===== src/rtl/barrel_shift_sequencer.sv =====
// Sequential 16-bit barrel shifter front end. One shift stage (8/4/2/1) is applied per clock,
// MSB stage first. Operands and results move over valid/ready handshakes.
module barrel_shift_sequencer #(
    parameter int WIDTH = 16
) (
    input  logic                       clk,
    input  logic                       rst_n,
    input  logic                       in_valid,
    output logic                       in_ready,
    input  logic [WIDTH-1:0]           in_data,
    input  logic [$clog2(WIDTH)-1:0]   in_shamt,
    input  logic                       in_dir,
    input  logic                       in_arith,
    output logic                       out_valid,
    input  logic                       out_ready,
    output logic [WIDTH-1:0]           out_data,
    output logic [$clog2(WIDTH)-1:0]   stage_en,
    output logic                       busy
);

    localparam int STAGES = $clog2(WIDTH);
    localparam logic [STAGES-1:0] STAGE_MSB = STAGES'(1) << (STAGES - 1);
    localparam logic [WIDTH-1:0]  ALL_ONES  = '1;

    typedef enum logic [1:0] {
        IDLE,
        SHIFT,
        DONE
    } state_t;

    state_t              state_q;
    logic [WIDTH-1:0]    work_q;
    logic [WIDTH-1:0]    work_d;
    logic [STAGES-1:0]   shamt_q;
    logic                dir_q;
    logic                arith_q;
    logic                sign_q;
    logic [STAGES-1:0]   stage_en_q;
    logic                in_ready_q;
    logic                out_valid_q;
    logic [WIDTH-1:0]    out_data_q;
    logic                busy_q;

    logic                stepActive;
    logic [WIDTH-1:0]    shiftedLeft;
    logic [WIDTH-1:0]    shiftedRight;
    logic [WIDTH-1:0]    fillMask;

    // The one-hot stage enable doubles as the shift distance of the current stage (2^k).
    always_comb begin
        stepActive   = |(shamt_q & stage_en_q);
        shiftedLeft  = work_q << stage_en_q;
        shiftedRight = work_q >> stage_en_q;
        fillMask     = ~(ALL_ONES >> stage_en_q);
        work_d       = work_q;
        if (stepActive) begin
            if (!dir_q) begin
                work_d = shiftedLeft;
            end else if (arith_q && sign_q) begin
                work_d = shiftedRight | fillMask;
            end else begin
                work_d = shiftedRight;
            end
        end
    end

    always_ff @(posedge clk or negedge rst_n) begin
        if (!rst_n) begin
            state_q     <= IDLE;
            work_q      <= '0;
            shamt_q     <= '0;
            dir_q       <= 1'b0;
            arith_q     <= 1'b0;
            sign_q      <= 1'b0;
            stage_en_q  <= '0;
            in_ready_q  <= 1'b1;
            out_valid_q <= 1'b0;
            out_data_q  <= '0;
            busy_q      <= 1'b0;
        end else begin
            case (state_q)
                IDLE: begin
                    if (in_valid && in_ready_q) begin
                        state_q    <= SHIFT;
                        work_q     <= in_data;
                        shamt_q    <= in_shamt;
                        dir_q      <= in_dir;
                        arith_q    <= in_arith;
                        sign_q     <= in_data[WIDTH-1];
                        stage_en_q <= STAGE_MSB;
                        in_ready_q <= 1'b0;
                        busy_q     <= 1'b1;
                    end
                end
                SHIFT: begin
                    work_q <= work_d;
                    if (stage_en_q[0]) begin
                        state_q     <= DONE;
                        stage_en_q  <= '0;
                        out_valid_q <= 1'b1;
                        out_data_q  <= work_d;
                    end else begin
                        stage_en_q <= stage_en_q >> 1;
                    end
                end
                DONE: begin
                    if (out_ready) begin
                        state_q     <= IDLE;
                        out_valid_q <= 1'b0;
                        in_ready_q  <= 1'b1;
                        busy_q      <= 1'b0;
                    end
                end
                default: begin
                    state_q <= IDLE;
                end
            endcase
        end
    end

    assign in_ready  = in_ready_q;
    assign out_valid = out_valid_q;
    assign out_data  = out_data_q;
    assign stage_en  = stage_en_q;
    assign busy      = busy_q;

endmodule


===== config.mk =====
export PLATFORM = sky130hd
export DESIGN_NAME = barrel_shift_sequencer
export DESIGN_NICKNAME = d
export VERILOG_FILES = /design/src/rtl/barrel_shift_sequencer.sv
export SDC_FILE = /design/constraint.sdc
export NUM_CORES = 1
export LEC_CHECK = 0
export ABC_AREA = 1
export CAP_MARGIN = 20
export CORE_MARGIN = 4
export CORE_UTILIZATION = 60
export DETAILED_ROUTE_END_ITERATION = 8
export PLACE_DENSITY = 0.86
export SYNTH_ARGS = -nofsm -noshare
export SYNTH_HDL_FRONTEND = slang
export SYNTH_SLANG_ARGS = --single-unit

===== constraint.sdc =====
create_clock -name clk -period 3.98 [get_ports clk]
set_clock_uncertainty 0.05 [all_clocks]
set_input_delay 0.995 -clock clk [delete_from_list [all_inputs] [get_ports clk]]
set_output_delay 0.995 -clock clk [all_outputs]
set_load 0.005 [all_outputs]

==> summary.json, run 1 <==
{
  "holdCritPathClass": "flip-flop to flip-flop",
  "clk_pin_slew_worst_setup_hold_paths_ps": 90,
  "row_count": 28,
  "cts_sinks": 48,
  "yosysTopAreaCellShare_pct": 32.4,
  "antenna_violating_nets_post_route": 0,
  "reg2reg_from": "stage_en[3]",
  "run_status": "complete, no violations",
  "final_max_slew_viol_count": 0,
  "num-nets-final": 627,
  "avgViaCountPerCell": 6.26,
  "ff2ff_path_depth": 8,
  "synth_warnings": 0,
  "crit_chain": "clkdlybuf4s50_1",
  "rsz_0062_raised_after_global_routing": "no",
  "timing.critical_path.fanout_max": 15,
  "drt_wl_total_microns": 12600,
  "worst_slew_margin_rel_pct": 49.3,
  "worst_ep_arrival_time_ps": 1800,
  "post_synthesis_cell_area_sq_mm": 0.00363,
  "power_density_mw_per_mm2": 906,
  "first_global_vias": 4076,
  "clock.fmax_mhz": 352,
  "design.core.area_sq_mm": 0.00589,
  "antennaDiodeCount": 0,
  "dp_hpwl_microns": 8840,
  "syn_area_per_cell_sq_um": 6.43,
  "avgRoutedWirePerCell_microns": 18.6,
  "synthDistinctLibCells": 32,
  "tritoncts.num_buffers": 5,
  "die_height_microns": 85.8,
  "worstHoldPathCells": 2,
  "cpLargestDelayFamily": "flip-flops",
  "vdd.ir_drop.worst_uv": 706,
  "worst_setup_path_start_kind": "flip-flop",
  "floorplan.die.width_microns": 85.8,
  "cts_post_setup_buffers_inserted": 0,
  "grt.total_usage_pct": 35.6,
  "post-synth-top-area-cell": "sky130_fd_sc_hd__dfrtp_1",
  "placed_cell_area_sq_mm": 0.00407,
  "endpoint": "stage_en[3]",
  "cpPeakStageDelay_ps": 840,
  "yosysSeqAreaShare_pct": 33.1,
  "timing.final.crit_share_pct": 71.4,
  "top_level_ports": 49,
  "synth-seq-cells": 48,
  "dieArea_sq_mm": 0.00737,
  "leakagePower_nw": 2.06,
  "required_ps": 2930,
  "crit_start": "stage_en[3]",
  "grt_start_max_net_pins": 49,
  "clock_tree_buffer_depth": 2,
  "tightestPinTransition_ps": 760,
  "worst_setup_path_end_kind": "primary output",
  "number_of_optimization_iterations_in_the_first_detailed_route_pass": 6,
  "hold_worst_slack_ps": 436,
  "io_buffers": 48,
  "critical_path.slowest_cell": "sky130_fd_sc_hd__dfrtp_1",
  "filler_cell_count": 489,
  "post_cts_repair_resize_count": 0,
  "dp_worst_setup_slack_ps": 1100,
  "hold_viol": 0,
  "finalSetupTns_ps": 0,
  "drv.max_cap_violation_count": 0,
  "drive_above_1_share_pct": 8.97,
  "synth_cells": 565,
  "finalWorstSetupSlack_ps": 1140,
  "worstSkewPairLatency_ps": 320,
  "via_total_after_detailed_routing": 4235,
  "setup_violations": 0,
  "drc": 0,
  "layout_min_cycle_time_ps": 2840,
  "worstPathBufferInverterCount": 1,
  "grt_first_pass_wirelength_microns": 20600,
  "postLayoutCellArea_sq_mm": 0.00418,
  "most_area_consuming_cells_after_synthesis": "sky130_fd_sc_hd__dfrtp_1, sky130_fd_sc_hd__nand2_1, sky130_fd_sc_hd__nand3_1",
  "overflow": 0,
  "synth.net_count": 591,
  "grt_antenna_before_repair": 0,
  "cts.htree.levels": 2,
  "path_class": "flip-flop to primary output",
  "syn_to_final_growth_pct": 15.0,
  "drtIter0Drc": 560,
  "tritoncts": "built",
  "clock_tree.root_cell": "sky130_fd_sc_hd__clkbuf_8",
  "finalWeightedCongestion": 1.03,
  "floorplan.initialDensity_pct": 61.8,
  "cts_hold_buffers": 0,
  "regToRegEndpoint": "work_q[5]",
  "regToRegSetupSlack_ps": 1540,
  "path_depth": 1
}
## registers in the layout (all words and copies together) (netlist names)
name       count
in_ready       1
out_data      16
arith_q        1
busy           1
state_q        2
stage_en       4
dir_q          1
out_valid      1
sign_q         1
work_q        16
shamt_q        4
## cell usage after synthesis (all sizes together)
master	count
dfstp	1
nand2	217
o211ai	1
nand4	11
o21ai	33
a31oi	1
a21oi	13
o22ai	4
buf	25
inv	48
or2	4
clkbuf	1
nor2	27
nor3	2
a22o	2
o31ai	1
dfrtp	47
nand3	127
## per-layer routing
metal  share of wire [%]  vias up  track usage (%)  wire length [microns]
li1                    -     1925                -                      -
met1                  39     1930             48.8                   4960
met2                  45      334             55.1                   5720
met3                  12       46             8.17                   1560
met4                 2.8        0             13.2                    348
met5                   0        -                0                      0
## power breakdown
group | leakage, nW | switching [W] | internal [W]
registers | 0.606 | 0.000272 | 0.000704
logic | 1.40 | 0.00165 | 0.000846
clock network | 0.0516 | 0.000177 | 0.000142
## through the flow
step,std cells,total power (W),util [%]
final,677,0.00379,71.0
after global routing,677,0.00407,71.0
after CTS,676,0.00368,70.7
after detailed placement,668,0.00334,69.1
after global placement,668,0.00328,69.1
after floorplan,565,0.00275,-
## area by class of cell
type,instances,area (sq um),area share (%)
Clock buffer,6,82.6,1.97
Multi-Input combinational cell,443,2060,49.3
Timing Repair Buffer,55,541,12.9
Clock inverter,2,13.8,0.329
Tap cell,75,93.8,2.24
Inverter,48,185,4.43
Sequential cell,48,1200,28.8
## cells in the final DEF (no fill, tap or decap), types with 2 or more instances in the layout
master / n
sky130_fd_sc_hd__a21oi_1: 13
sky130_fd_sc_hd__a22o_1: 2
sky130_fd_sc_hd__buf_4: 6
sky130_fd_sc_hd__clkbuf_8: 6
sky130_fd_sc_hd__clkdlybuf4s50_1: 47
sky130_fd_sc_hd__dfrtp_1: 47
sky130_fd_sc_hd__inv_1: 33
sky130_fd_sc_hd__inv_2: 14
sky130_fd_sc_hd__inv_6: 2
sky130_fd_sc_hd__nand2_1: 210
sky130_fd_sc_hd__nand2_2: 6
sky130_fd_sc_hd__nand3_1: 127
sky130_fd_sc_hd__nand4_1: 11
sky130_fd_sc_hd__nor2_1: 15
sky130_fd_sc_hd__nor2_2: 4
sky130_fd_sc_hd__nor2_4: 8
sky130_fd_sc_hd__o21ai_0: 21
sky130_fd_sc_hd__o21ai_1: 11
sky130_fd_sc_hd__o22ai_1: 3
sky130_fd_sc_hd__or2_1: 4
## how the worst min path moves through the flow
stage | from | slack, ps | endpoint
2_1_floorplan | shamt_q[2] | 390 | shamt_q[2]
3_3_place_gp | arith_q | 400 | arith_q
3_5_place_dp | shamt_q[3] | 410 | shamt_q[3]
4_1_cts | shamt_q[3] | 430 | shamt_q[3]
5_1_grt | out_data[11] | 460 | out_data[11]
6_report | arith_q | 440 | arith_q
## kinds of logic after synthesis
family	after synthesis	share of synthesized area, %
compound gates	55	8.37
buf+inv	74	10.2
flops	48	33.1
simple gates	388	48.4
Power figures use the tool's default switching activity.
==> run 2: changes to the inputs <==
CORE_UTILIZATION = 56   (was 60)
PLACE_DENSITY = 0.81   (was 0.86)
clock period = 2.8 ns   (was 3.98 ns; I/O delays follow)
==> run 2 against run 1 <==
Setup slack worse by 670 ps. Largest power group unchanged. Hold slack got worse by 7.5 ps. First-iteration DRC count fell by 20%. Via count shrank 1.6%. Final cell count up 1.0%. Routed wire length fell by 2.6%. Non-clock buffer count increased by 5. Critical endpoint is now stage_en[2]. Critical path depth unchanged.
==> summary.json, run 2 (synthesis results as in run 1) <==
{
  "grt.total_usage": {"value": 33.7, "unit": "%", "change": "-1.9 points"},
  "cpLargestDelayFamily": "flip-flops",
  "worst_slew_margin_rel": {"value": 54.8, "unit": "%", "change": "+5.5 points"},
  "worst_setup_path_end_kind": "primary output",
  "finalWeightedCongestion": {"value": 1.04, "change": "+1.7%"},
  "clock_tree_buffer_depth": {"value": 2, "change": "unchanged"},
  "dp_hpwl": {"value": 8980, "unit": "microns", "change": "+1.6%"},
  "filler_cell_count": {"value": 569, "change": "+16%"},
  "clk_pin_slew_worst_setup_hold_paths": {"value": 90, "unit": "ps", "change": "about the same"},
  "timing.critical_path.fanout_max": {"value": 10, "change": "-5"},
  "tritoncts": "built",
  "placed_cell_area": {"value": 0.00411, "unit": "sq mm", "change": "+1.2%"},
  "worstSkewPairLatency": {"value": 300, "unit": "ps", "change": "-20 ps"},
  "post_cts_repair_resize_count": {"value": 0, "change": "unchanged"},
  "final_common_cell": "sky130_fd_sc_hd__nand2_1",
  "row_count": {"value": 29, "change": "+3.6%"},
  "hold_viol": {"value": 0, "change": "unchanged"},
  "avgViaCountPerCell": {"value": 6.09, "change": "-2.6%"},
  "drt_wl_total": {"value": 12300, "unit": "microns", "change": "-2.6%"},
  "grt_first_pass_wirelength": {"value": 20300, "unit": "microns", "change": "-1.5%"},
  "finalSetupTns": {"value": 0, "unit": "ps", "change": "unchanged"},
  "critical_path.slowest_cell": "sky130_fd_sc_hd__dfrtp_1",
  "first_global_vias": {"value": 4005, "change": "-1.7%"},
  "grt_antenna_before_repair": {"value": 0, "change": "unchanged"},
  "regToRegEndpoint": "out_data[4]",
  "power.combinational.fraction": {"value": 65.8, "unit": "%", "change": "about the same"},
  "worstPathBufferInverterCount": {"value": 1, "change": "unchanged"},
  "dieArea": {"value": 0.00784, "unit": "sq mm", "change": "+6.5%"},
  "seqPwrFrac": {"value": 24.6, "unit": "%", "change": "-1.2 points"},
  "worst_setup_path_start_kind": "flip-flop",
  "cts_sinks": {"value": 48, "change": "unchanged"},
  "net-switching-power": {"value": 0.00292, "unit": "W", "change": "+39%"},
  "regArea": {"value": 0.00120, "unit": "sq mm", "change": "unchanged"},
  "power.switching_fraction": {"value": 53.4, "unit": "%", "change": "-1.9 points"},
  "postLayoutCellArea": {"value": 0.00423, "unit": "sq mm", "change": "+1.3%"},
  "layout_min_cycle_time_ps": 2330,
  "cts_hold_buffers": {"value": 0, "change": "unchanged"},
  "number_of_optimization_iterations_in_the_first_detailed_route_pass": {"value": 6, "change": "unchanged"},
  "io_buffers": {"value": 48, "change": "unchanged"},
  "power.clock.fraction": {"value": 9.7, "unit": "%", "change": "+1.3 points"},
  "final_max_slew_viol_count": {"value": 0, "change": "unchanged"},
  "grt_start_max_net_pins": {"value": 49, "change": "unchanged"},
  "rsz_0062_raised_after_global_routing": "no",
  "timing.final.crit_share_pct": 83.1,
  "cpPeakStageDelay": {"value": 670, "unit": "ps", "change": "-170 ps"},
  "num-nets-final": {"value": 632, "change": "+0.80%"},
  "cts_post_setup_buffers_inserted": {"value": 0, "change": "unchanged"},
  "hold_worst_slack": {"value": 428, "unit": "ps", "change": "-7.51 ps"},
  "path_class": "flip-flop to primary output",
  "drtIter0Drc": {"value": 446, "change": "-20%"},
  "syn_to_final_growth_pct": 16.5,
  "via_total_after_detailed_routing": {"value": 4168, "change": "-1.6%"},
  "die_height": {"value": 88.6, "unit": "microns", "change": "+3.2%"},
  "drc": {"value": 0, "change": "unchanged"},
  "cellInternalPower": {"value": 0.00254, "unit": "W", "change": "+50%"},
  "crit_chain": "clkdlybuf4s50_1",
  "run_status": "complete, no violations",
  "overflow": {"value": 0, "change": "unchanged"},
  "holdCritPathClass": "input pin to async pin",
  "regToRegSetupSlack": {"value": 650, "unit": "ps", "change": "-890 ps"},
  "multi_input_comb_area": {"value": 0.00206, "unit": "sq mm", "change": "unchanged"},
  "cts.htree.levels": {"value": 2, "change": "unchanged"},
  "leakagePower": {"value": 2.09, "unit": "nW", "change": "+1.4%"},
  "drv.max_cap_violation_count": {"value": 0, "change": "unchanged"},
  "crit_start": "stage_en[2]",
  "antenna_violating_nets_post_route": {"value": 0, "change": "unchanged"},
  "required": {"value": 2050, "unit": "ps", "change": "-880 ps"},
  "ff2ff_path_depth": {"value": 7, "change": "-1"},
  "avgRoutedWirePerCell": {"value": 17.9, "unit": "microns", "change": "-3.6%"},
  "setup_violations": {"value": 0, "change": "unchanged"},
  "tritoncts.num_buffers": {"value": 5, "change": "unchanged"},
  "design.core.area": {"value": 0.00631, "unit": "sq mm", "change": "+7.3%"},
  "vdd.ir_drop.worst": {"value": 781, "unit": "uV", "change": "+11%"},
  "antennaDiodeCount": {"value": 0, "change": "unchanged"},
  "top_level_ports": {"value": 49, "change": "unchanged"},
  "clock_tree.root_cell": "sky130_fd_sc_hd__clkbuf_8",
  "tightestPinTransition": {"value": 678, "unit": "ps", "change": "-82.4 ps"},
  "layout_common_cells": "sky130_fd_sc_hd__nand2_1, sky130_fd_sc_hd__nand3_1, sky130_fd_sc_hd__dfrtp_1, sky130_fd_sc_hd__clkdlybuf4s50_1, sky130_fd_sc_hd__inv_1",
  "floorplan.initialDensity": {"value": 57.6, "unit": "%", "change": "-4.2 points"},
  "floorplan.die.width": {"value": 88.6, "unit": "microns", "change": "+3.2%"},
  "clock.fmax_mhz": 430,
  "reg2reg_from": "stage_en[2]",
  "power_density": {"value": 1290, "unit": "mW/mm^2", "change": "+42%"},
  "drive_above_1_share": {"value": 9.72, "unit": "%", "change": "+0.75 points"},
  "worst_ep_arrival_time": {"value": 1580, "unit": "ps", "change": "-220 ps"}
}
[run 2: cell count changes in the layout (fill, tap and decap cells not counted), sizes merged]
cell    delta
inv        -1
buf        +5
bufinv     +1
[run 2: metrics by stage]
stage	total power (W)	worst slack, ps	util [%]	std cells
after floorplan	0.00391	1130	-	565
after global placement	0.00477	553	65.1	676
after detailed placement	0.00480	465	65.1	676
after CTS	0.00536	459	67.1	684
after global routing	0.00592	393	67.1	684
final	0.00546	474	67.1	684
[run 2: layout make-up]
cell class / count / share of cell area, %
Multi-Input combinational cell: 443 / 48.7
Clock buffer: 6 / 1.95
Clock inverter: 2 / 0.916
Sequential cell: 48 / 28.4
Inverter: 48 / 4.37
Timing Repair Buffer: 60 / 13.4
Tap cell: 77 / 2.28
[run 2: power groups by stage]
stage | sequential, W | clock (W) | combinational [W]
3_5_place_dp | 0.00133 | 0 | 0.00347
6_report | 0.00134 | 0.000527 | 0.00359
2_1_floorplan | 0.00123 | 0 | 0.00268
5_1_grt | 0.00137 | 0.000569 | 0.00397
3_3_place_gp | 0.00133 | 0 | 0.00344
4_1_cts | 0.00133 | 0.000537 | 0.00350
[run 2: worst max path at each step]
stage,to,cells after the start
final,stage_en[2],1
after global routing,stage_en[2],1
after CTS,stage_en[2],1
after detailed placement,work_q[0],8
after global placement,work_q[12],8
after floorplan,work_q[0],8
[run 2: per-layer routing]
layer	routed length (microns)	track usage (%)	part of all wire, %	up-vias
li1	-	-	-	1935
met1	4980	45.9	41	1927
met2	5600	52.3	46	258
met3	1270	7.36	10	48
met4	402	13.5	3.3	0
met5	0	0	0	-
